File: src/rtl/fifo_arb_pkg.sv
// Shared types and helpers for the FIFO write arbiter / drain sequencer.
package fifo_arb_pkg;

    typedef enum logic [1:0] {IDLE, READ, CAPT, HOLD} drain_state_t;

    localparam int unsigned STAT_W  = 16;
    localparam int unsigned MAX_REQ = 8;

    // One-hot pick of the first set request after ptr, wrapping modulo n.
    function automatic logic [MAX_REQ-1:0] rr_pick(
        input logic [MAX_REQ-1:0] req,
        input logic [2:0]         ptr,
        input int unsigned        n
    );
        logic [MAX_REQ-1:0] pick;
        int unsigned        idx;
        pick = '0;
        for (int unsigned k = 1; k <= n; k++) begin
            idx = ({29'd0, ptr} + k) % n;
            if (pick == '0 && req[idx[2:0]])
                pick[idx[2:0]] = 1'b1;
        end
        return pick;
    endfunction

endpackage

File: src/rtl/fifo_arbiter_rr.sv
// Round-robin arbiter: combinational one-hot pick plus registered last-winner pointer.
module rr_arbiter
    import fifo_arb_pkg::*;
#(
    parameter int unsigned N_REQ = 4,
    parameter int unsigned ID_W  = $clog2(N_REQ)
) (
    input  logic             clk,
    input  logic             reset,
    input  logic [N_REQ-1:0] req,
    input  logic             en,
    output logic [N_REQ-1:0] grant,
    output logic [ID_W-1:0]  grant_id
);

    logic [ID_W-1:0]    rr_ptr;
    logic [MAX_REQ-1:0] req_ext;
    logic [MAX_REQ-1:0] pick;

    always_comb begin
        req_ext = '0;
        req_ext[N_REQ-1:0] = req;
        pick = rr_pick(req_ext, 3'(rr_ptr), N_REQ);
        // Grant is forced low while reset is held, not just after the next edge.
        grant = (reset && en) ? pick[N_REQ-1:0] : '0;
        grant_id = '0;
        for (int unsigned i = 0; i < N_REQ; i++)
            if (grant[i])
                grant_id = ID_W'(i);
    end

    always_ff @(posedge clk or negedge reset) begin
        if (!reset)
            rr_ptr <= ID_W'(N_REQ - 1);
        else if (|grant)
            rr_ptr <= grant_id;
    end

endmodule

File: src/rtl/fifo_arbiter.sv
// Round-robin FIFO write arbiter with a rate-paced valid/ready drain sequencer.
// Optional FIFO_ARB_STATS_EN adds a saturating stall counter output.
module fifo_arbiter
    import fifo_arb_pkg::*;
#(
    parameter  int unsigned N_REQ     = 4,
    parameter  int unsigned W         = 6,
    parameter  int unsigned DRAIN_DIV = 4,
    localparam int unsigned ID_W      = $clog2(N_REQ)
) (
    input  logic                 clk,
    input  logic                 reset,
    input  logic [N_REQ-1:0]     req,
    input  logic [N_REQ*W-1:0]   req_data,
    output logic [N_REQ-1:0]     grant,
    output logic                 fifo_we,
    output logic [W+ID_W-1:0]    fifo_data_in,
    input  logic                 fifo_full,
    input  logic                 fifo_empty,
    output logic                 fifo_re,
    input  logic [W+ID_W-1:0]    fifo_data_out,
    output logic                 out_valid,
    output logic [W-1:0]         out_data,
    output logic [ID_W-1:0]      out_id,
    input  logic                 out_ready
`ifdef FIFO_ARB_STATS_EN
    ,
    output logic [STAT_W-1:0]    stall_cnt
`endif
);

    localparam int unsigned CNT_W = (DRAIN_DIV > 1) ? $clog2(DRAIN_DIV) : 1;

    logic [ID_W-1:0]  grant_id;
    logic [W-1:0]     payload;
    logic [CNT_W-1:0] tick_cnt;
    logic             tick;
    logic             tick_pend;
    logic             issue;
    drain_state_t     state, state_n;
    logic             re_n, valid_n;
    logic [W-1:0]     data_n;
    logic [ID_W-1:0]  id_n;

    rr_arbiter #(.N_REQ(N_REQ), .ID_W(ID_W)) u_rr (
        .clk      (clk),
        .reset    (reset),
        .req      (req),
        .en       (~fifo_full),
        .grant    (grant),
        .grant_id (grant_id)
    );

    always_comb begin
        payload = '0;
        for (int unsigned i = 0; i < N_REQ; i++)
            if (grant[i])
                payload = req_data[i*W +: W];
    end

    assign fifo_we      = |grant;
    assign fifo_data_in = {grant_id, payload};

    assign tick = (tick_cnt == CNT_W'(DRAIN_DIV - 1));

    always_ff @(posedge clk or negedge reset) begin
        if (!reset) begin
            tick_cnt  <= '0;
            tick_pend <= 1'b0;
        end else begin
            tick_cnt  <= tick ? '0 : tick_cnt + 1'b1;
            // A tick coinciding with an issue is kept so it is never dropped.
            tick_pend <= (tick_pend & ~issue) | tick;
        end
    end

    always_comb begin
        state_n = state;
        re_n    = 1'b0;
        issue   = 1'b0;
        valid_n = out_valid;
        data_n  = out_data;
        id_n    = out_id;
        case (state)
            IDLE: if (tick_pend && !fifo_empty) begin
                re_n    = 1'b1;
                issue   = 1'b1;
                state_n = READ;
            end
            READ: state_n = CAPT;
            CAPT: begin
                {id_n, data_n} = fifo_data_out;
                valid_n        = 1'b1;
                state_n        = HOLD;
            end
            HOLD: if (out_ready) begin
                valid_n = 1'b0;
                state_n = IDLE;
            end
            default: state_n = IDLE;
        endcase
    end

    always_ff @(posedge clk or negedge reset) begin
        if (!reset) begin
            state     <= IDLE;
            fifo_re   <= 1'b0;
            out_valid <= 1'b0;
            out_data  <= '0;
            out_id    <= '0;
        end else begin
            state     <= state_n;
            fifo_re   <= re_n;
            out_valid <= valid_n;
            out_data  <= data_n;
            out_id    <= id_n;
        end
    end

`ifdef FIFO_ARB_STATS_EN
    always_ff @(posedge clk or negedge reset) begin
        if (!reset)
            stall_cnt <= '0;
        else if (|req && fifo_full && stall_cnt != '1)
            stall_cnt <= stall_cnt + 1'b1;
    end
`endif

endmodule

File: config.mk
export PLATFORM = sky130hd
export DESIGN_NAME = fifo_arbiter
export DESIGN_NICKNAME = d
export VERILOG_FILES = /design/src/rtl/fifo_arb_pkg.sv /design/src/rtl/fifo_arbiter_rr.sv /design/src/rtl/fifo_arbiter.sv
export SDC_FILE = /design/constraint.sdc
export NUM_CORES = 1
export LEC_CHECK = 0
export ABC_AREA = 1
export ABC_CLOCK_PERIOD_IN_PS = 3750
export CORE_ASPECT_RATIO = 1.5
export CORE_UTILIZATION = 30
export CTS_CLUSTER_SIZE = 25
export DETAILED_ROUTE_END_ITERATION = 6
export PLACE_DENSITY = 0.63
export SLEW_MARGIN = 20
export SYNTH_ARGS = -nofsm -noshare
export SYNTH_HDL_FRONTEND = slang
export SYNTH_HIERARCHICAL = 1
export SYNTH_SLANG_ARGS = --single-unit
File: constraint.sdc
create_clock -name clk -period 3.75 [get_ports clk]
set_input_delay 0.75 -clock clk [delete_from_list [all_inputs] [get_ports clk]]
set_output_delay 0.75 -clock clk [all_outputs]
set_load 0.1 [all_outputs]
Word-level counts from Yosys, hierarchy flattened. Cells that the tools add are included.

Bits in latches: 0. Bits of input ports: 41. Memories kept: 0. Register bits: 17. RAM bits: 0. ROM bits: 0.

Muxes and demuxes: 36. $add $sub $neg: 5. Reductions and logical operators: 18. Eq/ne operators: 6. Div/mod/pow operators: 0. Multipliers: 0. Shift operators: 0. Order comparisons: 8. Bitwise operators: 7.

Operator list (number): zero test 8 bit (3); two-way mux 6 bit (4); less-than comparator 2 x 4 -> 1 bit (second input constant) (4); two-way mux 8 bit (2); OR 8 x 4 -> 8 bit (2); two-way mux 1 bit (12); two-way mux 4 bit (3); two-way mux 2 bit (5); logical AND 1 bit (9); binary-select mux 1 bit (select 2 bit) (4); demux 1 bit (select 2 bit) (4); greater-or-equal comparator 2 x 1 -> 1 bit (second input constant) (4); case mux 2 bit (4 select lines) (1); adder 2 x 1 -> 2 bit (second input constant) (3); == test 2 bit (second input constant) (3); adder 2 bit (second input constant) (2); inequality test 2 bit (second input constant) (2); OR 4 bit (1); AND reduction 2 bit (2); OR reduction 4 bit (1); == test 2 x 1 -> 1 bit (second input constant) (1); zero test 2 bit (1); inverter 1 bit (2); case mux 1 bit (2 select lines) (1); 4 further kinds (4).

Depth between registers and ports, before layout. Gate-level depths: netlist of run 1.

Depth after elaboration: 20. Gate-level depth with buffers: 23. Mapped depth without buffers: 22.

Cells and area by module. Netlist of run 1, hierarchy kept.

By module, submodules not included: fifo_arbiter (area an instance 888.4 µm², cells each 125, instances 1); rr_arbiter (area an instance 679.4 µm², cells each 104, instances 1).

Least setup slack after synthesis of run 1. No wires, ideal clock.

Kind: register to output. Start point: register u_rr.rr_ptr[0]. End point: output port fifo_data_in[0]. Path buffers: 1. Required time: 3.000 ns. Slack: -0.790 ns. Stages on the path, launching flop included: 23. Data arrival time: 3.790 ns. Cell sequence: dfstp_2 > inv_2 > ha_1 > inv_1 > nand2_2 > nand3_2 > nand2_2 > inv_2 > nand3_1 > nand2_2 > nor2_4 > nand3_1 > nand2_2 > nor2_4 > nand3_1 > nand2_2 > nand2_2 > inv_1 > buf_6 > a21oi_1 > nand2_1 > nand2_1 > nand2_1.

Elaborated cells on any way between the ends: 50. Classes of those cells: add/sub (4); order compare (8); mux (25); bitwise (3); reduce/logical (10).

RTL lines: start: declaration (RTL line fifo_arbiter_rr.sv:16) `logic [ID_W-1:0] rr_ptr;`; start signal: assignment (RTL line fifo_arbiter_rr.sv:34) `rr_ptr <= ID_W'(N_REQ - 1);`; start signal: assignment (RTL line fifo_arbiter_rr.sv:36) `rr_ptr <= grant_id;`; adder 2 x 1 -> 2 bit (RTL line fifo_arb_pkg.sv:19) `idx = ({29'd0, ptr} + k) % n;`; less-than comparator 2 x 4 -> 1 bit (implied by the code) or greater-or-equal comparator 2 x 1 -> 1 bit (tied branches) (RTL line fifo_arb_pkg.sv:21) `pick[idx[2:0]] = 1'b1;`; logical AND 1 bit (implied by the code) (RTL line fifo_arb_pkg.sv:21); two-way mux 1 bit (implied by the code) (RTL line fifo_arb_pkg.sv:21); demux 1 bit (select 2 bit); two-way mux 4 bit (RTL line fifo_arb_pkg.sv:20) `if (pick == '0 && req[idx[2:0]])`; zero test 8 bit (RTL line fifo_arb_pkg.sv:20); logical AND 1 bit (RTL line fifo_arb_pkg.sv:20); [... 2 more ...]; logical AND 1 bit (RTL line fifo_arb_pkg.sv:20); two-way mux 8 bit (RTL line fifo_arb_pkg.sv:20); zero test 8 bit (RTL line fifo_arb_pkg.sv:20); logical AND 1 bit (RTL line fifo_arb_pkg.sv:20); two-way mux 4 bit (*) (RTL line fifo_arb_pkg.sv:20); two-way mux 4 bit (*) (RTL line fifo_arbiter_rr.sv:25) `grant = (reset && en) ? pick[N_REQ-1:0] : '0;`; named net grant[2] (RTL line fifo_arbiter.sv:15) `output logic [N_REQ-1:0] grant,`; two-way mux 6 bit (*) (2 in a row) (RTL line fifo_arbiter.sv:57) `if (grant[i])`; end: declaration (RTL line fifo_arbiter.sv:17) `output logic [W+ID_W-1:0] fifo_data_in,`.

Mark *: on every way through the listed nets, which the timed path passes. The rest lies on a longest branch. The select of a mux whose other input is x is not followed.

Worst setup path after layout of run 1.
Start point: register u_rr.rr_ptr[0]. End point: output port fifo_data_in[2].

Longest elaborated chain between the ends: 20. Elaborated cells on any way between the ends: 50. Classes of those cells: add/sub (4); order compare (8); mux (25); bitwise (3); reduce/logical (10).

RTL lines (RTL line): adder 2 x 1 -> 2 bit (fifo_arb_pkg.sv:19); less-than comparator 2 x 4 -> 1 bit (implied by the code) or greater-or-equal comparator 2 x 1 -> 1 bit (tied branches) (fifo_arb_pkg.sv:21); logical AND 1 bit (implied by the code) (fifo_arb_pkg.sv:21); two-way mux 1 bit (implied by the code) (fifo_arb_pkg.sv:21); demux 1 bit (select 2 bit); two-way mux 4 bit (fifo_arb_pkg.sv:20); zero test 8 bit (fifo_arb_pkg.sv:20); logical AND 1 bit (fifo_arb_pkg.sv:20); [... 2 more ...]; logical AND 1 bit (fifo_arb_pkg.sv:20); two-way mux 8 bit (fifo_arb_pkg.sv:20); zero test 8 bit (fifo_arb_pkg.sv:20); logical AND 1 bit (fifo_arb_pkg.sv:20); two-way mux 4 bit (*) (fifo_arb_pkg.sv:20); two-way mux 4 bit (*) (fifo_arbiter_rr.sv:25); two-way mux 6 bit (3 in a row) (fifo_arbiter.sv:57); two-way mux 6 bit (*) (fifo_arbiter.sv:57).

Every way passes the cells marked *; elsewhere a longest branch is shown, timed or not. The select of a mux whose other input is x is not followed.

==> results of run 1 <==
layer usage:
layer / share of wire / vias up / global-route usage
met5: 0 / - / 0
met4: 0.017 / 0 / 0.0530
met3: 0.054 / 8 / 0.0172
met2: 0.55 / 61 / 0.323
met1: 0.38 / 820 / 0.179
li1: - / 905 / -
cell usage in the layout, fill, tap and decap left out, types with 7 or more instances in the layout:
cell type        instances
ha_1                    10
dfrtp_1                 15
nor2_1                  12
inv_1                   18
nand2_1                 58
clkdlybuf4s50_1         46
nand3_2                 20
nand2_2                 27
buf_4                   31
nor2_2                   7
buf_12                  14
nand2_4                  7
critical path, cell delays in order (launching register included):
cell and delay (ps):
dfstp_2 560, inv_4 50, ha_4 290, inv_4 50, nand3_4 60, nand2_4 60, buf_4 140, nand2_1 70
nand2_2 90, nor2_4 160, nand3_2 90, nand2_2 90, nor2_4 50, buf_4 130, nand3_2 60, nand2_2 60
nand2_2 80, clkinvlp_4 220, nand3_2 110, nand2_1 70, nand2_2 110, nand2_8 50, buf_12 160
state kept, by name, summed over array words and instances (netlist names):
register,flops
out_data,6
u_rr/rr_ptr,2
out_valid,1
tick_pend,1
state,2
fifo_re,1
out_id,2
tick_cnt,2
cell type report:
type / count / area (um2)
sequential: 17 / 428
inverter: 32 / 158
tap: 66 / 82.6
fill: 434 / 1870
timing repair buffer: 97 / 1030
timing repair inverter: 3 / 23.8
multi-input combinational: 176 / 1280
clock buffer: 4 / 45.0
worst paths after layout:
check                                       end      startpoint  slack [ps]  cells past startpoint
worst max-delay path            fifo_data_in[2]  u_rr/rr_ptr[0]         -90                     22
worst min-delay path                tick_cnt[0]     tick_cnt[0]         440                      1
worst max register to register   u_rr/rr_ptr[1]  u_rr/rr_ptr[0]        1080                     20
worst min register to register      tick_cnt[0]     tick_cnt[0]         440                      1
max in group asynchronous        u_rr/rr_ptr[1]           reset        2600                      2
min in group asynchronous           out_data[1]           reset         900                      2
per-stage QoR:
| stage | cell area (um2) | TNS [ps] | hold slack (ps) | cells |
|---|---|---|---|---|
| floorplan | 1750 | -1270 | 403 | 229 |
| global placement | 2710 | -2590 | 414 | 376 |
| detailed placement | 2710 | -3200 | 423 | 376 |
| CTS | 3010 | -680 | 433 | 392 |
| global route | 3050 | -2520 | 445 | 395 |
| finish | 3050 | -593 | 436 | 395 |
repair_timing:
action | 4_1_cts | 5_1_grt
hold buffers | 0 | 0
resized for setup | 45 | 11
buffers inserted | 10 | 2
pin swaps | 34 | 5
gates cloned | 2 | 1
setup endpoints to repair | 12 | 12
logic make-up after synthesis:
kind of cell | count (synthesis)
AO/OA/AOI/OAI | 13
adder cells (fa/ha/maj) | 12
buffers and inverters | 36
flip-flops | 17
AND/OR/NAND/NOR | 151
==> results by group, run 1 <==
Timing
  – Max_slew headroom: 0.343
  – Min setup slack post-route: -90.5 ps
  – Worst Skew: 0.530 ps
  – Final Max Slew Viols: 0
  – Final setup vio count: 9
  – Final worst-path cycle share: 1.02
  – RSZ-0062 raised after global routing: yes
  – Fmax: 260 MHz
  – Final Critical Period: 3840 ps
  – Count of final hold-check violations: 0
  – Slew @ Worst Pin: 983 ps

Status
  – Status: finished with violations
  – Violated checks: negative setup slack

Synth
  – Post-Synthesis Cell Area: 1570 um2
  – Largest cells by area after synthesis: dfrtp_1 24%, nand2_1 19%, ha_1 9.6%
  – Post-Synth Simple-Gate Area: 0.462
  – Post-Syn Nets: 282
  – Cells after synthesis: 229
  – Fraction of the mapped netlist area in adder cells: 0.0958
  – Number of flops mapped to enable cells by yosys: 0
  – Combinational family with the most area after synthesis: simple AND/OR/NAND/NOR gates
  – Compound-Gate Fraction of Synth Area: 0.0583
  – Synth area leader: dfrtp_1
  – Syn Area/Cell: 6.85 um2
  – Count leader, synth: nand2_1
  – Distinct cells, synth: 24
  – Mux cell area share after synthesis: 0
  – Register area share after synthesis: 0.273
  – Post-Synth XOR/XNOR Area: 0
  – Post-synth top cells: 79 x nand2_1, 25 x inv_1, 21 x nand3_1
  – Top_reg_cell synth: dfrtp_1
  – Asr flop ratio synth: 1.00
  – FF+latch count, synth: 17
  – Top-area cell type share of the netlist area: 0.239
  – Synthesis Warnings: 6

Floorplan
  – Height of the chip: 90.5 um
  – Die span in x: 61.0 um
  – Core area: 4930 um2
  – FP Rows: 31
  – Ports: 64
  – Initial core utilization: 0.318
  – Die area: 5520 um2

Route
  – WL final: 4580 um
  – DR vias/cell: 4.54
  – Drt first pass iters: 4
  – DRT iter0 DRCs: 16
  – Via count: 1,794
  – Residual DRC count: 0
  – Post-DRT Antenna Nets: 0
  – Drt wl/cell: 11.6 um

Cells and area
  – Final #Nets: 383
  – N_diodes: 0
  – Fin util: 0.620
  – Area growth syn-to-layout: 94.7%
  – Layout cells sized above 1: 0.459

Clocking
  – Reg clk slew, reported paths: 60 ps
  – CTS tree: done
  – CTS sink cnt: 17
  – Root buffer cell: clkbuf_8
  – H-tree Lvls: 1
  – Maximum clock path buffer count: 2
  – Cts bufs inserted: 3
  – Later-pin clock latency in the skew report: 240 ps

Setup path
  – CP startpoint kind: register
  – Critical Path RT: 3000 ps
  – Kind of critical path: reg2out
  – Arr. time, crit path: 3090 ps
  – Crit-path max FO: 8
  – CP endpoint kind: output port

Placement
  – DP HPWL: 3440 um
  – GP Congestion: 0.798
  – Count of input and output buffers: 63
  – Pre-CTS WS: -407 ps

Global routing
  – Initial antenna violation count: 0
  – Pin count of the biggest net entering global routing: 18
  – Number of global-route vias before repair: 1,839
  – GR Overflow Total: 0
  – First-pass GRT wire length: 7450 um
  – All-Layer GR Usage: 0.169

Hold path
  – Worst min path class: reg2reg

Flow run
  – Max Cap Viol: 0
Power of run 1 is not shown: default switching activity piles up to over one toggle a cycle in this logic, so the estimate is an artifact.
==> inputs of run 2 (changes only) <==
Settings changed: CELL_PAD_IN_SITES_DETAIL_PLACEMENT set to 0, CELL_PAD_IN_SITES_GLOBAL_PLACEMENT set to 2, CORE_UTILIZATION 30 to 22, PLACE_DENSITY 0.63 to 0.83.
==> run 2 against run 1 <==
  * Register-to-register slack got worse by 40 ps
  * Global-route usage fell by 4.3 points
  * Clock-buffer cell count stayed put
  * Hold slack improved by 0.82 ps
  * Wire length hardly changed
  * Critical path depth down 3
  * The run ends with design-rule violations, negative setup slack left
  * Critical path type unchanged
  * Sequential cell count did not move
  * First-iteration DRC count increased to 3.7 times the previous value
  * Die area rose by 35%
  * Critical endpoint unchanged
  * Cell area grew 0.33%
==> results by group, run 2 (synthesis gave the netlist of run 1 again) <==
Hold path
  – Origin of the worst min-delay path: tick_cnt[0]
  – Hold Path Cell Cnt: 1 (unchanged)
  – Worst min path class: reg2reg
  – Hold Path End: tick_cnt[0]

Floorplan
  – Height of the chip: 105 um (+16%)
  – Core area: 6900 um2 (+40%)
  – FP Rows: 37 (+19%)
  – Die span in x: 70.9 um (+16%)
  – Ports: 64 (unchanged)
  – Initial core utilization: 0.227 (-0.0910)
  – Die area: 7470 um2 (+35%)

Global routing
  – All-Layer GR Usage: 0.126 (-0.0430)
  – First-pass GRT wire length: 7720 um (+3.7%)
  – Initial antenna violation count: 0 (unchanged)
  – GR Overflow Total: 0 (unchanged)
  – Pin count of the biggest net entering global routing: 18 (unchanged)
  – Number of global-route vias before repair: 1,751 (-4.8%)

Setup path
  – CP startpoint kind: register
  – Critical R2R Capture: u_rr/rr_ptr[0]
  – Kind of critical path: reg2out
  – Worst r2r src: u_rr/rr_ptr[1]
  – CP most frequent cell: nand3_2
  – Critical Path RT: 3000 ps (about the same)
  – Slowest cell on crit path: dfstp_2
  – Arr. time, crit path: 3040 ps (-50 ps)
  – Worst setup startpoint: u_rr/rr_ptr[1]
  – Crit-path max FO: 6 (-2)
  – Delay-heaviest family, CP: simple AND/OR/NAND/NOR gates
  – Crit path cell chain: inv_4 -> ha_4 -> o31ai_4 -> nand3_2 -> nand2_4 -> nor2_2 -> nand3_2 -> nand3_2 -> nor2_4 -> nand3_2 -> nand2_2 -> nand2_4 -> clkinvlp_4 -> clkinv_4 -> nor2_4 -> nor2_2 -> nand2_2 -> nand2_8 -> buf_12
  – CP endpoint kind: output port
  – Slowest cell delay on critical path: 550 ps (about the same)
  – FF-to-FF setup slack: 1040 ps (-40 ps)
  – Cells on worst reg2reg path: 18 (-10%)
  – Crit path buf inv count: 4 (-2)

Route
  – Residual DRC count: 20 (+20)
  – DR vias/cell: 4.25 (-6.5%)
  – Drt wl/cell: 11.3 um (-2.7%)
  – DRT iter0 DRCs: 59 (+43)
  – Post-DRT Antenna Nets: 0 (unchanged)
  – WL final: 4590 um (about the same)
  – Drt first pass iters: 6 (+2)
  – Via count: 1,725 (-3.8%)

Cells and area
  – Layout cells sized above 1: 0.457 (-0.00165)
  – Number of flip-flops in the largest register: 6 (unchanged)
  – Final #Nets: 382 (-0.26%)
  – Area growth syn-to-layout: 95.4%
  – Leading cell types in the layout, fill and taps excluded: 58 x nand2_1, 46 x clkdlybuf4s50_1, 33 x buf_4
  – Reg with most FFs: out_data
  – Commonest non-fill, non-tap cell in the layout: nand2_1
  – Fin cells: 406 (+2.8%)
  – N_diodes: 0 (unchanged)

Placement
  – GP Congestion: 0.823 (+3.1%)
  – Count of input and output buffers: 63 (unchanged)
  – DP HPWL: 3620 um (+5.1%)
  – Placed instance count: 387 (+2.9%)

Clocking
  – Later-pin clock latency in the skew report: 240 ps (about the same)
  – Maximum clock path buffer count: 2 (unchanged)
  – CTS sink cnt: 17 (unchanged)
  – CTS Hold Bufs: 0 (unchanged)
  – H-tree Lvls: 1 (unchanged)
  – CTS tree: done
  – Root buffer cell: clkbuf_8
  – Cts bufs inserted: 3 (unchanged)
  – Reg clk slew, reported paths: 60 ps (about the same)

Timing
  – Final worst-path cycle share: 1.01 (-0.0129)
  – Max_slew headroom: 0.332 (-0.0109)
  – Final setup vio count: 5 (-4)
  – RSZ-0062 raised after global routing: yes
  – Worst Skew: 5.88 ps (+5.35 ps)
  – Min setup slack post-route: -42.2 ps (+48.3 ps)
  – Slew @ Worst Pin: 999 ps (+16.2 ps)
  – Final Max Slew Viols: 0 (unchanged)
  – Final Critical Period: 3790 ps (-48.3 ps)
  – Fmax: 264 MHz (+1.3%)
  – Count of final hold-check violations: 0 (unchanged)

Status
  – Status: finished with violations
  – Violated checks: design-rule violations, negative setup slack

Flow run
  – Max Cap Viol: 0 (unchanged)
run 2: cell types whose count changed in the layout (fill, tap and decap cells not counted), sizes merged:
cell,previous run,this run
clkdlybuf4s15,0,2
clkinv,4,2
inv,25,26
dlygate4sd2,4,2
run 2: worst max path at each step:
stage | end | slack (ps) | cells after the start
final | fifo_data_in[2] | -40 | 19
after global routing | fifo_data_in[2] | -210 | 19
after detailed placement | fifo_data_in[5] | -360 | 22
after floorplan | fifo_data_in[0] | -190 | 23
after global placement | fifo_data_in[5] | -340 | 22
after CTS | fifo_data_in[5] | -30 | 23
run 2: through the flow:
stage                     setup TNS [ps]   util  hold WS [ps]  cell area, um2  setup slack, ps
after global placement             -2310  0.394           415            2720             -339
after floorplan                    -1270      -           403            1750             -189
after global routing               -1370  0.444           457            3060             -209
final                              -68.5  0.444           437            3060            -42.2
after detailed placement           -2460  0.394           428            2720             -357
after CTS                           -130  0.426           438            2940            -27.8
run 2: layout make-up:
cell class | count | area [um2]
flip-flops and latches | 17 | 428
well taps | 78 | 97.6
multi-input cells | 176 | 1290
repair inverters | 2 | 15.0
inverters | 32 | 160
clock buffers | 4 | 45.0
fillers | 706 | 3830
repair buffers | 97 | 1030
run 2: routing by layer:
layer | vias to the layer above | GRT usage | part of all wire
li1 | 901 | - | -
met1 | 777 | 0.144 | 0.38
met2 | 45 | 0.249 | 0.56
met3 | 2 | 0.0124 | 0.059
met4 | 0 | 0.0171 | 0.0031
met5 | - | 0 | 0
run 2: timing repair:
action / in CTS / in global routing
pin swaps: 41 / 15
buffers inserted: 10 / 3
setup endpoints to repair: 12 / 9
resized for setup: 30 / 28
cloned: 2 / 0
Power of run 2 is left out for the same reason.
